$ cat src/rtl/sram_async_if_p.sv
// Wishbone-style classic slave bridging a DBW-bit bus to an external asynchronous SRAM.
// Each bus access is split into MW-bit memory beats spanning the first..last selected lanes.
module sram_async_if_p #(
  parameter int DBW      = 32,
  parameter int MW       = 8,
  parameter int AW       = 19,
  parameter int RD_WAIT  = 2,
  parameter int WR_SETUP = 1,
  parameter int WR_PULSE = 1
) (
  input  logic                 clk_i,
  input  logic                 rst_i,
  input  logic                 cs_i,
  input  logic                 cyc_i,
  input  logic                 stb_i,
  output logic                 ack_o,
  input  logic                 we_i,
  input  logic [DBW/8-1:0]     sel_i,
  input  logic [31:0]          adr_i,
  input  logic [DBW-1:0]       dat_i,
  output logic [DBW-1:0]       dat_o,
  output logic                 RamCEn,
  output logic                 RamWEn,
  output logic                 RamOEn,
  output logic [MW/8-1:0]      RamBEn,
  output logic [AW-1:0]        MemAdr,
  output logic [MW-1:0]        MemDB_o,
  input  logic [MW-1:0]        MemDB_i,
  output logic [MW-1:0]        MemT
);

  localparam int NB  = DBW / MW;        // memory beats per bus word
  localparam int BW  = $clog2(NB);      // beat index width
  localparam int LB  = MW / 8;          // byte lanes per beat
  localparam int OFF = $clog2(DBW / 8); // byte offset bits within a bus word
  localparam int HW  = 32 - OFF;        // bus word address width

  typedef logic [BW-1:0] beat_t;

  typedef enum logic [2:0] {
    S_IDLE,
    S_RWAIT,
    S_RCAP,
    S_WSET,
    S_WPUL,
    S_WHLD,
    S_DONE,
    S_NACK
  } state_t;

  state_t             state_q, state_d;
  beat_t              beat_q, beat_d;
  beat_t              last_q, last_d;
  logic [3:0]         cnt_q, cnt_d;
  logic [DBW/8-1:0]   sel_q, sel_d;
  logic [DBW-1:0]     dat_q, dat_d;
  logic               we_q, we_d;
  logic [HW-1:0]      hi_q, hi_d;
  logic [DBW-1:0]     rdat_q, rdat_d;
  logic               ack_q, ack_d;
  logic               cen_q, cen_d;
  logic               oen_q, oen_d;
  logic               wen_q, wen_d;
  logic [LB-1:0]      ben_q, ben_d;
  logic [AW-1:0]      adr_q, adr_d;
  logic [MW-1:0]      dbo_q, dbo_d;
  logic               t_q, t_d;

  logic               csi;
  beat_t              first_b, last_b, beat_nx;
  logic [LB-1:0]      cur_lanes, nxt_lanes;
  logic [MW-1:0]      rmask;
  logic               finish;
  logic               unused_adr;

  function automatic logic [LB-1:0] lane_of(input logic [DBW/8-1:0] s, input beat_t b);
    return s[b*LB +: LB];
  endfunction

  function automatic logic [MW-1:0] word_of(input logic [DBW-1:0] d, input beat_t b);
    return d[b*MW +: MW];
  endfunction

  function automatic logic [AW-1:0] mk_adr(input logic [HW-1:0] hi, input beat_t b);
    return AW'({hi, b});
  endfunction

  assign csi        = cs_i & cyc_i & stb_i;
  assign unused_adr = ^adr_i[OFF-1:0];
  assign beat_nx    = beat_t'(beat_q + 1'b1);
  assign cur_lanes  = lane_of(sel_q, beat_q);
  assign nxt_lanes  = lane_of(sel_q, beat_nx);

  // Lowest and highest beat holding at least one selected byte lane.
  always_comb begin
    first_b = '0;
    last_b  = '0;
    for (int b = NB - 1; b >= 0; b--) begin
      if (|sel_i[b*LB +: LB]) first_b = beat_t'(b);
    end
    for (int b = 0; b < NB; b++) begin
      if (|sel_i[b*LB +: LB]) last_b = beat_t'(b);
    end
  end

  always_comb begin
    rmask = '0;
    for (int i = 0; i < LB; i++) begin
      rmask[i*8 +: 8] = {8{cur_lanes[i]}};
    end
  end

  // NOTE: every variable gets its hold value before the case statement, so no
  // branch can leave one unassigned and infer a latch.
  always_comb begin
    state_d = state_q;
    beat_d  = beat_q;
    last_d  = last_q;
    cnt_d   = cnt_q;
    sel_d   = sel_q;
    dat_d   = dat_q;
    we_d    = we_q;
    hi_d    = hi_q;
    rdat_d  = rdat_q;
    ack_d   = ack_q;
    cen_d   = cen_q;
    oen_d   = oen_q;
    wen_d   = wen_q;
    ben_d   = ben_q;
    adr_d   = adr_q;
    dbo_d   = dbo_q;
    t_d     = t_q;
    finish  = 1'b0;

    case (state_q)
      S_IDLE: begin
        if (csi) begin
          we_d   = we_i;
          rdat_d = '0;
          if (sel_i == '0) begin
            state_d = S_DONE;
          end else begin
            sel_d  = sel_i;
            dat_d  = dat_i;
            hi_d   = adr_i[31:OFF];
            beat_d = first_b;
            last_d = last_b;
            adr_d  = mk_adr(adr_i[31:OFF], first_b);
            ben_d  = ~lane_of(sel_i, first_b);
            cen_d  = 1'b0;
            if (we_i) begin
              t_d     = 1'b0;
              dbo_d   = word_of(dat_i, first_b);
              cnt_d   = 4'(WR_SETUP);
              state_d = S_WSET;
            end else begin
              oen_d   = 1'b0;
              cnt_d   = 4'(RD_WAIT);
              state_d = S_RWAIT;
            end
          end
        end
      end

      S_RWAIT: begin
        if (cnt_q == 4'd1) state_d = S_RCAP;
        else               cnt_d   = cnt_q - 4'd1;
      end

      S_RCAP: begin
        rdat_d[beat_q*MW +: MW] = MemDB_i & rmask;
        if (beat_q == last_q) begin
          finish = 1'b1;
        end else begin
          beat_d  = beat_nx;
          adr_d   = mk_adr(hi_q, beat_nx);
          ben_d   = ~nxt_lanes;
          cnt_d   = 4'(RD_WAIT);
          state_d = S_RWAIT;
        end
      end

      S_WSET: begin
        if (cnt_q == 4'd1) begin
          // A beat with no selected lanes still spends the pulse time, without strobing.
          wen_d   = ~|cur_lanes;
          cnt_d   = 4'(WR_PULSE);
          state_d = S_WPUL;
        end else begin
          cnt_d = cnt_q - 4'd1;
        end
      end

      S_WPUL: begin
        if (cnt_q == 4'd1) begin
          wen_d   = 1'b1;
          state_d = S_WHLD;
        end else begin
          cnt_d = cnt_q - 4'd1;
        end
      end

      S_WHLD: begin
        if (beat_q == last_q) begin
          finish = 1'b1;
        end else begin
          beat_d  = beat_nx;
          adr_d   = mk_adr(hi_q, beat_nx);
          dbo_d   = word_of(dat_q, beat_nx);
          ben_d   = ~nxt_lanes;
          cnt_d   = 4'(WR_SETUP);
          state_d = S_WSET;
        end
      end

      S_DONE: begin
        ack_d   = 1'b1;
        state_d = S_NACK;
      end

      S_NACK: begin
        if (!csi) begin
          ack_d   = 1'b0;
          rdat_d  = '0;
          adr_d   = '0;
          state_d = S_IDLE;
        end
      end

      default: state_d = S_IDLE;
    endcase

    // Release the RAM pins on the edge that enters DONE.
    if (finish) begin
      cen_d   = 1'b1;
      oen_d   = 1'b1;
      wen_d   = 1'b1;
      t_d     = 1'b1;
      ben_d   = '1;
      dbo_d   = '0;
      state_d = S_DONE;
    end
  end

  // NOTE: sequential state uses non-blocking assignments so every flop samples
  // the pre-edge values regardless of statement order.
  always_ff @(posedge clk_i) begin
    if (rst_i) begin
      state_q <= S_IDLE;
      beat_q  <= '0;
      last_q  <= '0;
      cnt_q   <= '0;
      sel_q   <= '0;
      dat_q   <= '0;
      we_q    <= 1'b0;
      hi_q    <= '0;
      rdat_q  <= '0;
      ack_q   <= 1'b0;
      cen_q   <= 1'b1;
      oen_q   <= 1'b1;
      wen_q   <= 1'b1;
      ben_q   <= '1;
      adr_q   <= '0;
      dbo_q   <= '0;
      t_q     <= 1'b1;
    end else begin
      state_q <= state_d;
      beat_q  <= beat_d;
      last_q  <= last_d;
      cnt_q   <= cnt_d;
      sel_q   <= sel_d;
      dat_q   <= dat_d;
      we_q    <= we_d;
      hi_q    <= hi_d;
      rdat_q  <= rdat_d;
      ack_q   <= ack_d;
      cen_q   <= cen_d;
      oen_q   <= oen_d;
      wen_q   <= wen_d;
      ben_q   <= ben_d;
      adr_q   <= adr_d;
      dbo_q   <= dbo_d;
      t_q     <= t_d;
    end
  end

  assign ack_o   = ack_q & csi;
  assign dat_o   = (ack_o && !we_q) ? rdat_q : '0;
  assign RamCEn  = cen_q;
  assign RamOEn  = oen_q;
  assign RamWEn  = wen_q;
  // A byte-wide part has no byte enables; the pins are tied active.
  assign RamBEn  = (MW == 8) ? '0 : ben_q;
  assign MemAdr  = adr_q;
  assign MemDB_o = dbo_q;
  assign MemT    = {MW{t_q}};

endmodule
$ cat config.mk
export PLATFORM = sky130hd
export DESIGN_NAME = sram_async_if_p
export DESIGN_NICKNAME = d
export VERILOG_FILES = /design/src/rtl/sram_async_if_p.sv
export SDC_FILE = /design/constraint.sdc
export NUM_CORES = 1
export LEC_CHECK = 0
export BUFFER_PORTS_ARGS = -buffer_cell sky130_fd_sc_hd__buf_4
export CORE_MARGIN = 10
export CORE_UTILIZATION = 35
export DETAILED_ROUTE_END_ITERATION = 10
export PLACE_DENSITY = 0.64
export SLEW_MARGIN = 25
export SYNTH_ARGS = -nofsm -noshare
export SYNTH_HDL_FRONTEND = slang
export SYNTH_SLANG_ARGS = --single-unit
export TNS_END_PERCENT = 1
$ cat constraint.sdc
create_clock -name clk_i -period 2.2 [get_ports clk_i]
set_clock_uncertainty 0.1 [all_clocks]
set_input_delay 0.33 -clock clk_i [delete_from_list [all_inputs] [get_ports clk_i]]
set_output_delay 0.33 -clock clk_i [all_outputs]
set_load 0.005 [all_outputs]
# --- Word level (Yosys, flattened, before mapping) ---
# Index checks and enable logic that the tools add are counted.
# W data, S select, Z words.
word_totals:
  register_bits: 129
  input_bits: 82
  wordCells: 138
op_classes:
  add_sub_neg: 3
  n_eq_ne: 27
  shifts: 5
  muxes: 52
  n_bitwise: 6
  n_reduce_logical: 28
ops:
  columns: ["operator", "n"]
  rows:
  - ["$mux W32", 3]
  - ["$pmux W32 S3", 1]
  - ["$mux W19", 4]
  - ["$shiftx A32 B6 Y8", 2]
  - ["$pmux W19 S3", 1]
  - ["$neg A5 Y34", 1]
  - ["$shift A8 B34 Y32 const A", 1]
  - ["$shiftx A8 B34 Y32", 1]
  - ["$bwmux W32", 1]
  - ["$mux W8", 4]
  - ["$mux W3", 9]
  - ["$mux W4", 6]
  - ["$pmux W3 S8", 1]
  - ["$mux W2", 11]
  - ["$ne A2 B2 Y1 const B", 11]
  - ["$ne A3 B3 Y1 const B", 7]
  - ["$pmux W4 S5", 1]
  - ["$pmux W8 S2", 1]
  - ["$reduce_and A7 Y1", 2]
  - ["$eq A3 B3 Y1 const B", 4]
  - ["$reduce_and A4 Y1", 3]
  - ["$reduce_and A5 Y1", 2]
  - ["$reduce_and A3 Y1", 3]
  - ["$and A8 B8 Y8", 1]
  - ["other kinds (22)", 40]

# --- Depth between registers and ports, before layout ---
# Gate-level depths: netlist of the first run.
depth:
  word_depth: 9
  mapped_depth: 9

# --- Least setup slack after synthesis of the first run ---
# No wires, ideal clock.
synth_path:
  path_kind: "flip-flop to flip-flop"
  from: "register beat_q[0]"
  to: "register dbo_q[7] (netlist: MemDB_o[7])"
  setup_time_ns: 0.130
  t_arrival_ns: 2.178
  t_required_ns: 1.970
  path_slack_ns: -0.208
  path_stages_with_launch: 10
  n_path_buf: 3
  period_less_slack_ns: 2.408
  cell_sequence: "dfxtp_1 -> buf_4 -> buf_2 -> inv_1 -> ha_1 -> clkbuf_1 -> mux4_2 -> nand2b_1 -> o221ai_1 -> o32ai_1"
synth_between:
  elab_chain_cells: 4
  word_cells_on_any_way: 10
synth_rtl:
  columns: ["element", "line", "source"]
  rows:
  - ["from (decl)", "52", "beat_t beat_q, beat_d;"]
  - ["from (signal assigned)", "268", "beat_q <= beat_d;"]
  - ["$add A2 B1 Y2 or $eq A2 B2 Y1 (tied branches)", "90, 172, 204", null]
  - ["$shiftx A32 B6 Y8 or $mux W1 (tied branches)", "81, 172, 204", null]
  - ["$mux W8 or $mux W1 (tied branches)", null, null]
  - ["$pmux W8 S2 or $reduce_or A2 Y1 (tied branches)", null, null]
  - ["to (signal assigned)", "282", "dbo_q <= dbo_d;"]
  - ["to (decl)", "66", "logic [MW-1:0] dbo_q, dbo_d;"]
# Parallel ways exist; a longest one is shown, timed or not. The select of a mux whose other input is x is not followed.
# A chain may end at the register's enable or synchronous reset.

# --- Worst setup path after layout of the first run ---
layout_path:
  from: "register ack_q"
  to: "output dat_o[31]"
layout_between:
  elab_chain_cells: 3
layout_rtl:
  columns: ["element", "line", "source"]
  rows:
  - ["from (decl)", "60", "logic ack_q, ack_d;"]
  - ["from (signal assigned)", "276", "ack_q <= ack_d;"]
  - ["$and A1 B1 Y1", "287", "assign ack_o = ack_q & csi;"]
  - ["$logic_and A1 B1 Y1", "288", "assign dat_o = (ack_o && !we_q) ? rdat_q : '0;"]
  - ["$mux W32", "288", null]
  - ["to (decl)", "21", "output logic [DBW-1:0] dat_o,"]
# No other way between the ends.

==> results.sh, run 1 <==
export IMPL_cp_arrival_ns=1.59
export IMPL_place_ws_ns=0.0289
export IMPL_grt_setup_unrepaired="false"
export IMPL_r2r_cells=6
export IMPL_grt_pass1_vias=5842
export IMPL_worst_slew_pin_transition_ns=0.737
export IMPL_fin_crit_ns=2.02
export IMPL_initial_core_util_pct=35.7
export IMPL_drt_initial_drc_count=507
export IMPL_cp_max_fo=32
export IMPL_final_hold_violation_count=0
export IMPL_synth_edf_count=0
export IMPL_synth_nets=858
export IMPL_cts_num_sinks=129
export IMPL_avgSynthCellArea_um2=8.35
export IMPL_vias=6012
export IMPL_cts_root_buf="clkbuf_16"
export IMPL_fin_cells=1148
export IMPL_die_area_um2=24200
export IMPL_dpl_instance_area_um2=7830
export IMPL_grt_overflow_total=0
export IMPL_status="finished clean"
export IMPL_max_stage_delay_ns=0.32
export IMPL_dieWidth_um=156
export IMPL_final_area_um2=8470
export IMPL_yosysMostFrequentCell="nand2_1"
export IMPL_dr_pass1_iters=6
export IMPL_timing_critical_path_mode_cell="and2_1"
export IMPL_synth_ff_type="dfxtp_1"
export IMPL_fin_ws_ns=0.185
export IMPL_reg2reg_from="state_q[0]"
export IMPL_fin_nets=994
export IMPL_yosysTopAreaCell="dfxtp_1"
export IMPL_ys_top_cells_by_count="nand2_1, dfxtp_1, a21oi_1"
export IMPL_vdd_drop_max_v=0.000645
export IMPL_coreArea_um2=18000
export IMPL_crit_required_ns=1.77
export IMPL_ys_seq_area_share_pct=40.2
export IMPL_diodes=0
export IMPL_critPathLaunchType="flop"
export IMPL_grt_max_degree=47
export IMPL_whs_path_depth=3
export IMPL_max_freq_ghz=0.496
export IMPL_maxCapViolCount=0
export IMPL_crit_slowest_cell="dfxtp_1"
export IMPL_relSlewSlack_pct=50.6
export IMPL_async_flop_share_pct=0
export IMPL_grt_busiest_layer="met2"
export IMPL_grt_use_met1_pct=21.0
export IMPL_postCtsHoldBufs=0
export IMPL_viasPerCell=5.24
export IMPL_hold_start="adr_i[8]"
export IMPL_grt_first_pass_wirelength_um=31400
export IMPL_worstReg2RegEnd="beat_q[1]"
export IMPL_wl_um=19800
export IMPL_ys_types=67
export IMPL_drcViolationCount=0
export IMPL_clockBufferDepth=2
export IMPL_endpoint_kind="primary output"
export IMPL_htree_levels=4
export IMPL_dp_cells=1116
export IMPL_clkLatencyLatePin_ns=0.42
export IMPL_drive_gt1_share_pct=26.1
export IMPL_num_io_pins=154
export IMPL_syn_inst=770
export IMPL_synth_top_area_share_pct=40.2
export IMPL_dieHeight_um=156
export IMPL_clk_pin_slew_worst_paths_ns=0.05
export IMPL_avgRoutedWirePerCell_um=17.3
export IMPL_rows=49
export IMPL_fillCellCount=1806
export IMPL_yosys_warnings=0
export IMPL_gp_congestion=0.861
export IMPL_grt_antenna_before_repair=0
export IMPL_hold_path_end="hi_q[6]"
export IMPL_p_leak_nw=3.39
export IMPL_io_buffers=137
export IMPL_synth_area_um2=6430
export IMPL_ys_ff_latch=129
export IMPL_gr_usage_met2_pct=24.8
export IMPL_worstHoldPathType="in2reg"
export IMPL_period_share_pct=91.6
export IMPL_maxSlewViolCount=0
export IMPL_cts_buffers=17
export IMPL_setup_viol=0
export IMPL_met3_usage_pct=4.96
export IMPL_crit_type="reg2out"
export IMPL_synthTopCellsByArea="dfxtp_1, nand2_1, a21oi_1, and2_1, mux4_2"
export IMPL_cts_tree="done"
export IMPL_rrSetupSlack_ns=0.18
export IMPL_antenna_left=0
export IMPL_synthToLayoutAreaGrowth_pct=31.8
export IMPL_grt_use_total_pct=16.0
export IMPL_cp_cell_sequence="and2_1 -> nor2b_1 -> buf_12 -> and2_1 -> buf_4"
export IMPL_power_density_nw_per_um2=934
export IMPL_hpwl_um=14200
## report_power, final
group	switching, mW	internal (mW)	leakage, nW
combinational	1.19	0.977	2.04
sequential	0.165	2.53	1.04
clock	1.04	2.01	0.312
## flip-flops by register name, indices dropped and copies added (netlist names)
register and cells:
cnt_q 4, state_q 3, t_q 1, RamOEn 1, beat_q 2, we_q 1
MemAdr 19, last_q 2, dat_q 32, RamCEn 1, ack_q 1, RamWEn 1
hi_q 17, rdat_q 32, MemDB_o 8, sel_q 4
## per-stage QoR
step                      setup TNS, ns  hold WS (ns)  total power [mW]  util (%)
after floorplan                  -0.994         0.324              4.06         -
after global placement                0         0.335              4.87      43.4
after detailed placement              0         0.338              4.90      43.4
after CTS                             0        0.0478              7.95      47.0
after global routing                  0        0.0553              8.31      47.0
final                                 0        0.0615              7.92      47.0
## layout by cell type, fill, tap and decap left out, types with 5 or more instances in the layout
cell type	n
a21boi_0	17
a21oi_1	72
a221oi_1	8
a2bb2oi_1	6
a32oi_1	16
and2_1	45
and3_1	19
buf_4	179
clkbuf_16	17
dfxtp_1	128
ha_1	5
inv_1	18
mux2i_1	20
mux4_2	9
nand2_1	150
nand3_1	8
nor2_1	33
nor2b_1	12
nor3_1	8
o21ai_0	27
o22ai_1	7
o2bb2ai_1	17
o32ai_1	8
## kinds of logic (layout without fill, tap and decap cells)
family	after synthesis	in the layout	share of synthesized area, %
and+or+nand+nor	304	304	23.2
buffers and inverters	86	235	6.24
other	1	1	0.0583
xor gates and xnor gates	2	2	0.272
AOI/OAI and AO/OA	213	213	22.6
DFF	129	129	40.2
adders and majority gates	6	6	1.17
muxes	29	29	6.26
## how the worst max path moves through the flow
stage                from          to  depth (start not counted)
6_report            ack_q   dat_o[31]                          5
5_1_grt        state_q[2]    cnt_q[2]                          5
4_1_cts         beat_q[0]  rdat_q[16]                          7
3_5_place_dp     sel_i[0]  MemDB_o[2]                          5
3_3_place_gp     sel_i[0]  MemDB_o[7]                          5
2_1_floorplan   beat_q[0]   rdat_q[0]                          8
## per-layer routing
metal  up-vias  share of wire [%]
li1       2997                  -
met1      2807                 45
met2       189                 47
met3        19                7.1
met4         0                1.1
met5         -                  0
## what timing repair did
item                                    4_1_cts  5_1_grt
setup buffers                                 0        0
resized for setup                             0        2
endpoints found under the setup margin        0        6
## cell type report
type / instances / area (um^2) / area share, %
Timing Repair Buffer: 183 / 1420 / 16.8
Multi-Input combinational cell: 555 / 3460 / 40.9
Clock buffer: 22 / 484 / 5.71
Tap cell: 229 / 287 / 3.38
Inverter: 20 / 75.1 / 0.886
Clock inverter: 10 / 155 / 1.83
Sequential cell: 129 / 2580 / 30.5
## critical path, delay by kind of cell (launching register included)
| kind | cells | cell delay, ns |
|---|---|---|
| simple gates | 3 | 0.52 |
| flops | 1 | 0.32 |
| buf+inv | 2 | 0.30 |
No activity file was read; power rests on OpenSTA's default activity.
==> run 2, diff against run 1 <==
==> constraint.sdc (replaced) <==
create_clock -name clk_i -period 2.2 [get_ports clk_i]
set_clock_uncertainty 0.1 [all_clocks]
set_input_delay 0.22 -clock clk_i [delete_from_list [all_inputs] [get_ports clk_i]]
set_output_delay 0.22 -clock clk_i [all_outputs]
set_load 0.005 [all_outputs]
==> results.sh, run 2 (same netlist as run 1, synthesis figures left out) <==
export IMPL_clockBufferDepth=2
export IMPL_fin_ws_ns=0.0714
export IMPL_power_total_mw=8.01
export IMPL_grt_overflow_total=0
export IMPL_synthToLayoutAreaGrowth_pct=40.5
export IMPL_drt_initial_drc_count=543
export IMPL_final_common_cell="buf_4"
export IMPL_final_hold_violation_count=0
export IMPL_cp_max_fo=8
export IMPL_grt_setup_unrepaired="true"
export IMPL_grt_pass1_vias=6052
export IMPL_hpwl_um=13900
export IMPL_cts_buffers=17
export IMPL_cts_root_buf="clkbuf_16"
export IMPL_fin_crit_ns=2.13
export IMPL_wl_um=20400
export IMPL_gp_congestion=0.818
export IMPL_avgRoutedWirePerCell_um=16.9
export IMPL_cts_num_sinks=129
export IMPL_grt_antenna_before_repair=0
export IMPL_final_area_um2=9040
export IMPL_max_freq_ghz=0.470
export IMPL_coreArea_um2=18000
export IMPL_p_leak_nw=3.60
export IMPL_grt_max_degree=56
export IMPL_dpl_instance_area_um2=7760
export IMPL_period_share_pct=96.8
export IMPL_vdd_drop_max_v=0.000546
export IMPL_power_density_nw_per_um2=886
export IMPL_htree_levels=4
export IMPL_relSlewSlack_pct=49.9
export IMPL_maxCapViolCount=0
export IMPL_fin_nets=1048
export IMPL_maxSlewViolCount=0
export IMPL_initial_core_util_pct=35.7
export IMPL_setup_viol=0
export IMPL_dieHeight_um=156
export IMPL_rows=49
export IMPL_diodes=0
export IMPL_dr_pass1_iters=5
export IMPL_viasPerCell=5.20
export IMPL_dieWidth_um=156
export IMPL_io_buffers=137
export IMPL_drive_gt1_share_pct=24.3
export IMPL_crit_required_ns=2.44
export IMPL_place_ws_ns=0.0703
export IMPL_grt_first_pass_wirelength_um=32400
export IMPL_antenna_left=0
export IMPL_grt_use_total_pct=16.4
export IMPL_worstHoldPathType="in2reg"
export IMPL_die_area_um2=24200
export IMPL_worst_slew_pin_transition_ns=0.747
export IMPL_endpoint_kind="flop"
export IMPL_drcViolationCount=0
export IMPL_clk_pin_slew_worst_paths_ns=0.06
export IMPL_status="finished clean"
export IMPL_layout_common_cells="buf_4, nand2_1, dfxtp_1"
export IMPL_cts_tree="done"
export IMPL_rrSetupSlack_ns=0.18
export IMPL_clkLatencyLatePin_ns=0.43
export IMPL_vias=6254
export IMPL_num_io_pins=154
export IMPL_crit_type="in2reg"
export IMPL_cp_arrival_ns=2.37
export IMPL_critPathLaunchType="input pin"
## run 2: worst max-delay path, cell delays in order
cell	delay [ns]
dlygate4sd3_1	0.53
buf_4	0.17
or4_4	0.55
and4_4	0.21
a2111o_2	0.53
o32ai_1	0.16
## run 2: cell type report
| cell class | instances | area (um^2) |
|---|---|---|
| tap | 229 | 287 |
| sequential | 129 | 2580 |
| clock buffer | 17 | 425 |
| multi-input combinational | 555 | 3470 |
| fill | 1715 | 8990 |
| inverter | 20 | 75.1 |
| clock inverter | 15 | 233 |
| timing repair buffer | 237 | 1970 |
## run 2: path summary, 6_finish.rpt
check	startpoint	end	cells after the start
setup / recovery	sel_i[1]	MemDB_o[4]	6
hold / removal	MemDB_i[4]	rdat_q[12]	3
setup reg to reg	cnt_q[1]	cnt_q[2]	6
hold reg to reg	hi_q[0]	hi_q[0]	2
## run 2: metal layers
layer / track usage (%) / vias up / routed length [um]
li1: - / 3113 / -
met1: 21.0 / 2945 / 9210
met2: 26.1 / 171 / 9750
met3: 4.47 / 25 / 1090
met4: 5.75 / 0 / 311
met5: 0 / - / 0
## run 2: metrics by stage
stage	hold WS, ns	TNS [ns]	utilization (%)	std cells
finish	0.0194	0	50.1	1202
global route	0.0318	-0.0544	50.1	1202
CTS	0.00885	0	50.0	1199
detailed placement	0.339	0	43.0	1108
global placement	0.335	0	43.0	1108
floorplan	0.256	-0.994	-	770
## run 2: power breakdown
part | total, mW | leakage, nW | switching, mW | internal (mW)
clock | 3.18 | 0.307 | 1.16 | 2.02
combinational | 2.14 | 2.25 | 1.16 | 0.983
sequential | 2.69 | 1.04 | 0.162 | 2.53
## run 2: repair_timing
item,4_1_cts,5_1_grt
setup buffers,0,3
setup endpoints to repair,0,9
resized for setup,0,3
hold buffers,59,0
endpoints found under the hold margin,65,0
